### config.mk
export PLATFORM = sky130hd
export DESIGN_NAME = fila_param
export DESIGN_NICKNAME = d
export VERILOG_FILES = /design/src/rtl/fila_pkg.sv /design/src/rtl/fila_rise_det.sv /design/src/rtl/fila_param.sv
export SDC_FILE = /design/constraint.sdc
export NUM_CORES = 1
export LEC_CHECK = 0
export CAP_MARGIN = 20
export CORE_MARGIN = 2
export CORE_UTILIZATION = 51
export CTS_BUF_LIST = sky130_fd_sc_hd__clkbuf_8
export DETAILED_ROUTE_END_ITERATION = 8
export PLACE_DENSITY = 0.78
export SYNTH_ARGS = -nofsm -noshare
export SYNTH_HDL_FRONTEND = slang
export SYNTH_HIERARCHICAL = 1
export SYNTH_SLANG_ARGS = --single-unit
export TNS_END_PERCENT = 1
### constraint.sdc
create_clock -name clock_10KHz -period 2.8 [get_ports clock_10KHz]
set_input_delay 0.28 -clock clock_10KHz [delete_from_list [all_inputs] [get_ports clock_10KHz]]
set_output_delay 0.28 -clock clock_10KHz [all_outputs]
set_load 0.005 [all_outputs]
### src/rtl/fila_pkg.sv
// fila_pkg: shared types and width helpers for the fila_param FIFO.
package fila_pkg;
   typedef enum logic [1:0] {EMPTY, PARTIAL, FULL} fila_state_t;
   function automatic int fila_clog2(input int n);
      return (n < 2) ? 1 : $clog2(n);
   endfunction
endpackage

### src/rtl/fila_rise_det.sv
// fila_rise_det: single-bit rising-edge detector with registered history and synchronous reset.
module fila_rise_det (
   input  logic clock_10KHz,
   input  logic reset,
   input  logic sig,
   output logic rise
);
   logic sig_q;
   always_ff @(posedge clock_10KHz)
      sig_q <= reset ? 1'b0 : sig;
   assign rise = sig & ~sig_q;
endmodule

### src/rtl/fila_param.sv
// fila_param: parametrised circular FIFO with edge-triggered enqueue/dequeue, flags and sticky errors.
// Define FILA_PEEK_EN to add peek_out, the head word shown without dequeuing.
module fila_param
   import fila_pkg::*;
#(
   parameter int DATA_W = 8,
   parameter int DEPTH = 8,
   localparam int AW = fila_clog2(DEPTH),
   localparam int LEN_W = fila_clog2(DEPTH + 1)
) (
   input  logic              clock_10KHz,
   input  logic              reset,
   input  logic              clear_in,
   input  logic [DATA_W-1:0] data_in,
   input  logic              enqueue_in,
   input  logic              dequeue_in,
   output logic [DATA_W-1:0] data_out,
   output logic              valid_out,
   output logic [LEN_W-1:0]  len_out,
   output logic              full_out,
   output logic              empty_out,
   output logic              overflow_out,
   output logic              underflow_out
`ifdef FILA_PEEK_EN
   ,
   output logic [DATA_W-1:0] peek_out
`endif
);
   logic [DATA_W-1:0] mem [DEPTH];
   logic [AW-1:0] wr_ptr, rd_ptr;
   logic [LEN_W-1:0] len;
   fila_state_t state, state_nxt;
   logic enq_req, deq_req, do_enq, do_deq;

   fila_rise_det u_enq_det (.clock_10KHz, .reset, .sig(enqueue_in), .rise(enq_req));
   fila_rise_det u_deq_det (.clock_10KHz, .reset, .sig(dequeue_in), .rise(deq_req));

   assign full_out  = state == FULL;
   assign empty_out = state == EMPTY;
   assign len_out   = len;
   assign do_deq    = deq_req & ~empty_out;
   // a dequeue in the same cycle frees the slot a full FIFO needs for the write
   assign do_enq    = enq_req & (~full_out | do_deq);

`ifdef FILA_PEEK_EN
   assign peek_out = empty_out ? '0 : mem[rd_ptr];
`endif

   always_comb begin
      state_nxt = state;
      if (clear_in)
         state_nxt = EMPTY;
      else if (do_enq && !do_deq)
         state_nxt = (len == LEN_W'(DEPTH - 1)) ? FULL : PARTIAL;
      else if (do_deq && !do_enq)
         state_nxt = (len == LEN_W'(1)) ? EMPTY : PARTIAL;
   end

   always_ff @(posedge clock_10KHz)
      state <= reset ? EMPTY : state_nxt;

   always_ff @(posedge clock_10KHz)
      if (do_enq && !reset && !clear_in) mem[wr_ptr] <= data_in;

   always_ff @(posedge clock_10KHz) begin
      if (reset || clear_in) begin
         wr_ptr        <= '0;
         rd_ptr        <= '0;
         len           <= '0;
         data_out      <= '0;
         valid_out     <= 1'b0;
         overflow_out  <= 1'b0;
         underflow_out <= 1'b0;
      end else begin
         if (do_enq) wr_ptr <= wr_ptr + AW'(1);
         if (do_deq) rd_ptr <= rd_ptr + AW'(1);
         len           <= len + LEN_W'(do_enq) - LEN_W'(do_deq);
         valid_out     <= do_deq;
         if (do_deq) data_out <= mem[rd_ptr];
         else if (deq_req) data_out <= '0;
         overflow_out  <= overflow_out | (enq_req & full_out & ~deq_req);
         underflow_out <= underflow_out | (deq_req & empty_out);
      end
   end

   assert property (@(posedge clock_10KHz) disable iff (reset)
      ((state == EMPTY) == (len == '0)) && ((state == FULL) == (len == LEN_W'(DEPTH))));
endmodule

==> flow_summary.json, run 1 <==
{
  "routedWlPerCell_um": 17.2,
  "cts_tree": "yes",
  "cts_sinks": 92,
  "min_period_ns": 2.33,
  "hold_buffers": 0,
  "endpoint_kind": "register",
  "postCtsSetupBuffers": 0,
  "combPwrFrac": 0.042,
  "yosysWarnings": 6,
  "core_um2": 6910,
  "rsz0062_at_grt": "false",
  "seq_power_share": 0.572,
  "hpwl_um": 4320,
  "diodes": 0,
  "layout_commonest_cell": "edfxtp_1",
  "seq_area_frac_synth": 0.674,
  "detailedPlace.worstSlack_ns": 0.0695,
  "drc": 0,
  "die-area_um2": 7920,
  "setup.worst_path.start_class": "primary input",
  "finalSetupViolCount": 0,
  "drive_above_1_share": 0.112,
  "num_io_pins": 30,
  "dr.first_iter.drc_count": 128,
  "post_cts_resized": 0,
  "syn-num-nets": 271,
  "placed_cell_area_um2": 4100,
  "die_w_um": 89.0,
  "vias": 2095,
  "path_class": "in -> reg",
  "fin_ws_ns": 0.471,
  "die_h_um": 89.0,
  "slew_violations": 0,
  "start_util": 0.533,
  "ys_ff_latch": 92,
  "mostFrequentLayoutCells": "64 x edfxtp_1, 29 x clkdlybuf4s50_1, 28 x dfxtp_1, 23 x nor2_1, 17 x mux2i_1",
  "hp-start": "data_out[5]$_SDFFE_PP0P_",
  "crit_start": "dequeue_in",
  "p_leak_nw": 1.43,
  "grt_pass1_wl_um": 10700,
  "yosysTopAreaCell": "edfxtp_1",
  "via_per_inst": 5.36,
  "htreeDepth": 3,
  "clockBufferDepth": 2,
  "syn_to_final_growth_pct": 17.5,
  "grt_max_degree": 23,
  "routed_wl_um": 6740,
  "hp-class": "reg -> reg",
  "ir_worst_vdd_uv": 439,
  "internal-power_w": 0.00203,
  "crit_fanout": 3,
  "netlist_instances": 249,
  "gp_congestion": 0.791,
  "fin_area_um2": 4330,
  "drv_cap": 0,
  "cts_inserted_buffers": 9,
  "p_per_area_nw_per_um2": 594,
  "drtPass1Iterations": 4,
  "skew_ns": 0.0115,
  "synth_top_area_share": 0.522,
  "cts.clk_slew.worst_paths_ns": 0.09,
  "fmax_mhz": 429,
  "clk_latency_ns": 0.37,
  "io_buffers": 29,
  "antenna_found_initial": 0,
  "ys_top_cells_by_area": "edfxtp_1 52%, dfxtp_1 15%, mux2i_1 4.6%",
  "status": "finished clean",
  "switching_share": 0.211,
  "syn_area_per_cell_um2": 14.8,
  "r2r-start": "u_deq_det/sig_q$_SDFF_PP0_",
  "synth_cell_types": 33,
  "cts-root-buf": "clkbuf_8",
  "final.period_utilization": 0.832,
  "std_cell_rows": 30,
  "postRouteAntennaNets": 0,
  "slew_headroom": 0.351,
  "power.net_switching_w": 0.000543,
  "worst_pin_slew_ns": 0.970,
  "worstPathRequired_ns": 3.06,
  "layout.nets": 312,
  "tns_ns": 0,
  "hold_viol_final": 0,
  "grt_pass1_vias": 2125,
  "worst_ep_arrival_time_ns": 2.59,
  "pwr-share-clk": 0.386,
  "netlist_area_um2": 3680,
  "overflow": 0,
  "grt_use_total": 0.190
}
## routing by layer
metal	wire length [µm]	vias up	GRT usage
met2	3540	50	0.339
met3	332	10	0.0360
met4	130	0	0.0773
met1	2730	1038	0.227
met5	0	-	0
li1	-	997	-
## worst max-delay path: stages
cell and delay [ns]:
clkdlybuf4s50_1 0.42, nor2b_4 0.14, or3b_1 0.35, and2_1 0.20, ha_1 0.33, inv_1 0.09, ha_1 0.16, inv_1 0.05
fa_1 0.37, xor2_1 0.15, nor2_1 0.05
## worst paths after layout
path / end / slack, ns / cells past startpoint
setup / recovery: len_out[2]$_SDFF_PP0_ / 0.47 / 11
hold / removal: data_out[5]$_SDFFE_PP0P_ / 0.47 / 2
setup reg to reg: len_out[2]$_SDFF_PP0_ / 0.53 / 10
hold reg to reg: data_out[5]$_SDFFE_PP0P_ / 0.47 / 2
## state kept, by name, indices dropped and copies added, names as in the netlist, named ones only
signal,count
len_out,4
overflow_out,1
underflow_out,1
u_enq_det/sig_q,1
state,2
mem,64
u_deq_det/sig_q,1
data_out,8
wr_ptr,3
rd_ptr,3
valid_out,1
## area by class of cell
class,instances,area [µm²]
clock buffer,9,124
clock inverter,7,100
fill,531,2580
inverter,8,30.0
multi-input combinational,139,1100
sequential,92,2480
tap,96,120
timing repair buffer,40,373
## synthesized netlist by cell type (all sizes together)
| cell | n |
|---|---|
| a21o | 1 |
| ha | 8 |
| nand3b | 1 |
| o21a | 1 |
| dfxtp | 28 |
| fa | 1 |
| a22oi | 5 |
| clkbuf | 4 |
| nor2b | 7 |
| nand4 | 1 |
| xor2 | 3 |
| buf | 6 |
| a21oi | 13 |
| or2 | 1 |
| nand2b | 16 |
| o21ai | 2 |
| mux4 | 8 |
| inv | 8 |
| nand3 | 11 |
| nor2 | 23 |
| and2 | 2 |
| edfxtp | 64 |
| mux2i | 17 |
| xnor2 | 3 |
| nand2 | 8 |
| o2111ai | 3 |
| nor3 | 2 |
| a31oi | 1 |
| or3b | 1 |
## cells by family after synthesis
family | Yosys count | synth area share
flip-flops | 92 | 0.674
AND/OR/NAND/NOR | 73 | 0.108
AO/OA/AOI/OAI | 26 | 0.0435
multiplexers | 25 | 0.100
buffers and inverters | 18 | 0.0279
adder cells (fa/ha/maj) | 9 | 0.0326
XOR/XNOR | 6 | 0.0143
## metrics by stage
step / hold slack (ns) / util / total power, W / std cells
6_report: 0.475 / 0.627 / 0.00257 / 391
5_1_grt: 0.503 / 0.627 / 0.00266 / 391
4_1_cts: 0.483 / 0.627 / 0.00259 / 391
3_5_place_dp: 0.463 / 0.594 / 0.00161 / 375
3_3_place_gp: 0.450 / 0.594 / 0.00161 / 375
2_1_floorplan: 0.344 / - / 0.00155 / 249
## power groups by stage
| stage | registers [W] | clock network (W) | logic [W] |
|---|---|---|---|
| final | 0.00147 | 0.000994 | 0.000107 |
| after global routing | 0.00147 | 0.00106 | 0.000119 |
| after CTS | 0.00147 | 0.00101 | 0.000108 |
| after detailed placement | 0.00150 | 0 | 0.000107 |
| after global placement | 0.00150 | 0 | 0.000105 |
| after floorplan | 0.00150 | 0 | 0.0000540 |
Note: power is estimated with default switching activity, not from simulation.
==> inputs of run 2 (changes only) <==
- clock period: 2.8 -> 2.2 ns (I/O delays scaled with it)
==> run 2 against run 1 <==
Effect of this change: combinational power is 45% higher; wire length decreased by 3.0%; sequential power up 27%; first-iteration DRC count rose by 19%; critical path type unchanged.
==> flow_summary.json, run 2 (synthesized netlist as in run 1, its figures left out) <==
{
  "status": "finished clean",
  "worstPathRequired_ns": 2.45,
  "grt_pass1_vias": 2070,
  "holdWs_ns": 0.436,
  "clockBufferDepth": 2,
  "dr.first_iter.drc_count": 152,
  "crit_fanout": 4,
  "antenna_found_initial": 0,
  "std_cell_rows": 30,
  "postRouteAntennaNets": 0,
  "die_w_um": 89.0,
  "grt_pass1_wl_um": 10300,
  "path_class": "in -> reg",
  "layout_commonest_cell": "edfxtp_1",
  "fin_cells": 399,
  "core_um2": 6910,
  "min_period_ns": 2.14,
  "pwr-share-clk": 0.346,
  "cts-root-buf": "clkbuf_8",
  "p_leak_nw": 1.47,
  "drv_cap": 0,
  "skew_ns": 0.00878,
  "largest_register_ffs": 64,
  "placed_cell_area_um2": 4220,
  "fin_area_um2": 4410,
  "clk_latency_ns": 0.36,
  "final.period_utilization": 0.973,
  "worst_pin_slew_ns": 0.891,
  "grt_max_degree": 25,
  "routed_wl_um": 6540,
  "hpwl_um": 4340,
  "hold_viol_final": 0,
  "r2r-start": "u_deq_det/sig_q$_SDFF_PP0_",
  "rsz0062_at_grt": "false",
  "p_per_area_nw_per_um2": 702,
  "cts_tree": "yes",
  "diodes": 0,
  "die_h_um": 89.0,
  "die-area_um2": 7920,
  "largest_register": "mem",
  "power.net_switching_w": 0.000712,
  "slew_headroom": 0.404,
  "drc": 0,
  "switching_share": 0.230,
  "htreeDepth": 3,
  "ir_worst_vdd_uv": 422,
  "placedCellCount": 383,
  "cts_sinks": 92,
  "internal-power_w": 0.00238,
  "seq_power_share": 0.604,
  "drtPass1Iterations": 6,
  "grt_use_total": 0.184,
  "num_io_pins": 30,
  "gp_congestion": 0.801,
  "layout.nets": 320,
  "vias": 2077,
  "finalSetupViolCount": 0,
  "worst_ep_arrival_time_ns": 2.39,
  "drive_above_1_share": 0.162,
  "routedWlPerCell_um": 16.4,
  "fmax_mhz": 467,
  "endpoint_kind": "register",
  "combPwrFrac": 0.050,
  "crit_start": "dequeue_in",
  "cts.clk_slew.worst_paths_ns": 0.09,
  "hp-start": "dequeue_in",
  "start_util": 0.533,
  "hp-class": "in -> reg",
  "setup.worst_path.start_class": "primary input",
  "slew_violations": 0,
  "mostFrequentLayoutCells": "64 x edfxtp_1, 29 x clkdlybuf4s50_1, 27 x dfxtp_1, 23 x nor2_1, 17 x mux2i_1",
  "cts_inserted_buffers": 9,
  "overflow": 0,
  "via_per_inst": 5.21,
  "syn_to_final_growth_pct": 19.8,
  "io_buffers": 29,
  "fillers": 516
}
[run 2: path summary, 6_finish.rpt]
| check | slack [ns] | depth (start not counted) | endpoint |
|---|---|---|---|
| hold reg to reg | 0.47 | 2 | data_out[0]$_SDFFE_PP0P_ |
| hold / removal | 0.44 | 2 | u_deq_det/sig_q$_SDFF_PP0_ |
| setup / recovery | 0.06 | 10 | len_out[1]$_SDFF_PP0_ |
| setup reg to reg | 0.09 | 9 | len_out[1]$_SDFF_PP0_ |
[run 2: per-layer routing]
layer / track usage / wire length [µm]
met5: 0 / 0
met4: 0.102 / 168
met3: 0.0452 / 255
met2: 0.308 / 3300
met1: 0.221 / 2820
[run 2: worst max-delay path, stage by stage]
cell and delay (ns):
clkdlybuf4s50_1 0.42, nor2b_4 0.13, or3b_4 0.39, and2_4 0.17
ha_4 0.24, inv_2 0.05, ha_2 0.16, inv_1 0.05
fa_2 0.51, nor2_1 0.04
[run 2: cell type report]
class                      instances  area (µm²)  share of cell area
sequential                        92        2480               0.563
timing repair buffer              48         470               0.107
tap                               96         120              0.0272
inverter                           8        30.0             0.00681
clock buffer                       9         124              0.0281
clock inverter                     7        62.6              0.0142
multi-input combinational        139        1120               0.254
[run 2: stage by stage]
stage          setup TNS [ns]  power (W)  worst slack (ns)  utilization
6_report                    0    0.00310            0.0588        0.639
5_1_grt                     0    0.00322           0.00790        0.639
3_3_place_gp           -12.71    0.00206            -0.372        0.611
4_1_cts                     0    0.00312            0.0368        0.638
3_5_place_dp           -14.94    0.00206            -0.403        0.611
2_1_floorplan        -0.00888    0.00198          -0.00888            -
[run 2: what timing repair did]
item / CTS / global route
setup endpoints to repair: 1 / 2
setup buffers: 0 / 0
pin swaps: 0 / 2
gates cloned: 0 / 0
hold buffers: 0 / 0
gates resized for setup: 2 / 2
[run 2: power groups by stage]
| stage | Sequential (W) | Clock [W] | Combinational [W] |
|---|---|---|---|
| after global routing | 0.00187 | 0.00118 | 0.000171 |
| final | 0.00187 | 0.00107 | 0.000155 |
| after global placement | 0.00191 | 0 | 0.000152 |
| after detailed placement | 0.00191 | 0 | 0.000154 |
| after CTS | 0.00187 | 0.00109 | 0.000156 |
| after floorplan | 0.00191 | 0 | 0.0000726 |
==> inputs of run 3 (changes only) <==
- HOLD_SLACK_MARGIN: not set -> 0.02
==> results of run 3 <==
The final DEF is identical to that of run 2; final timing and power are the same.
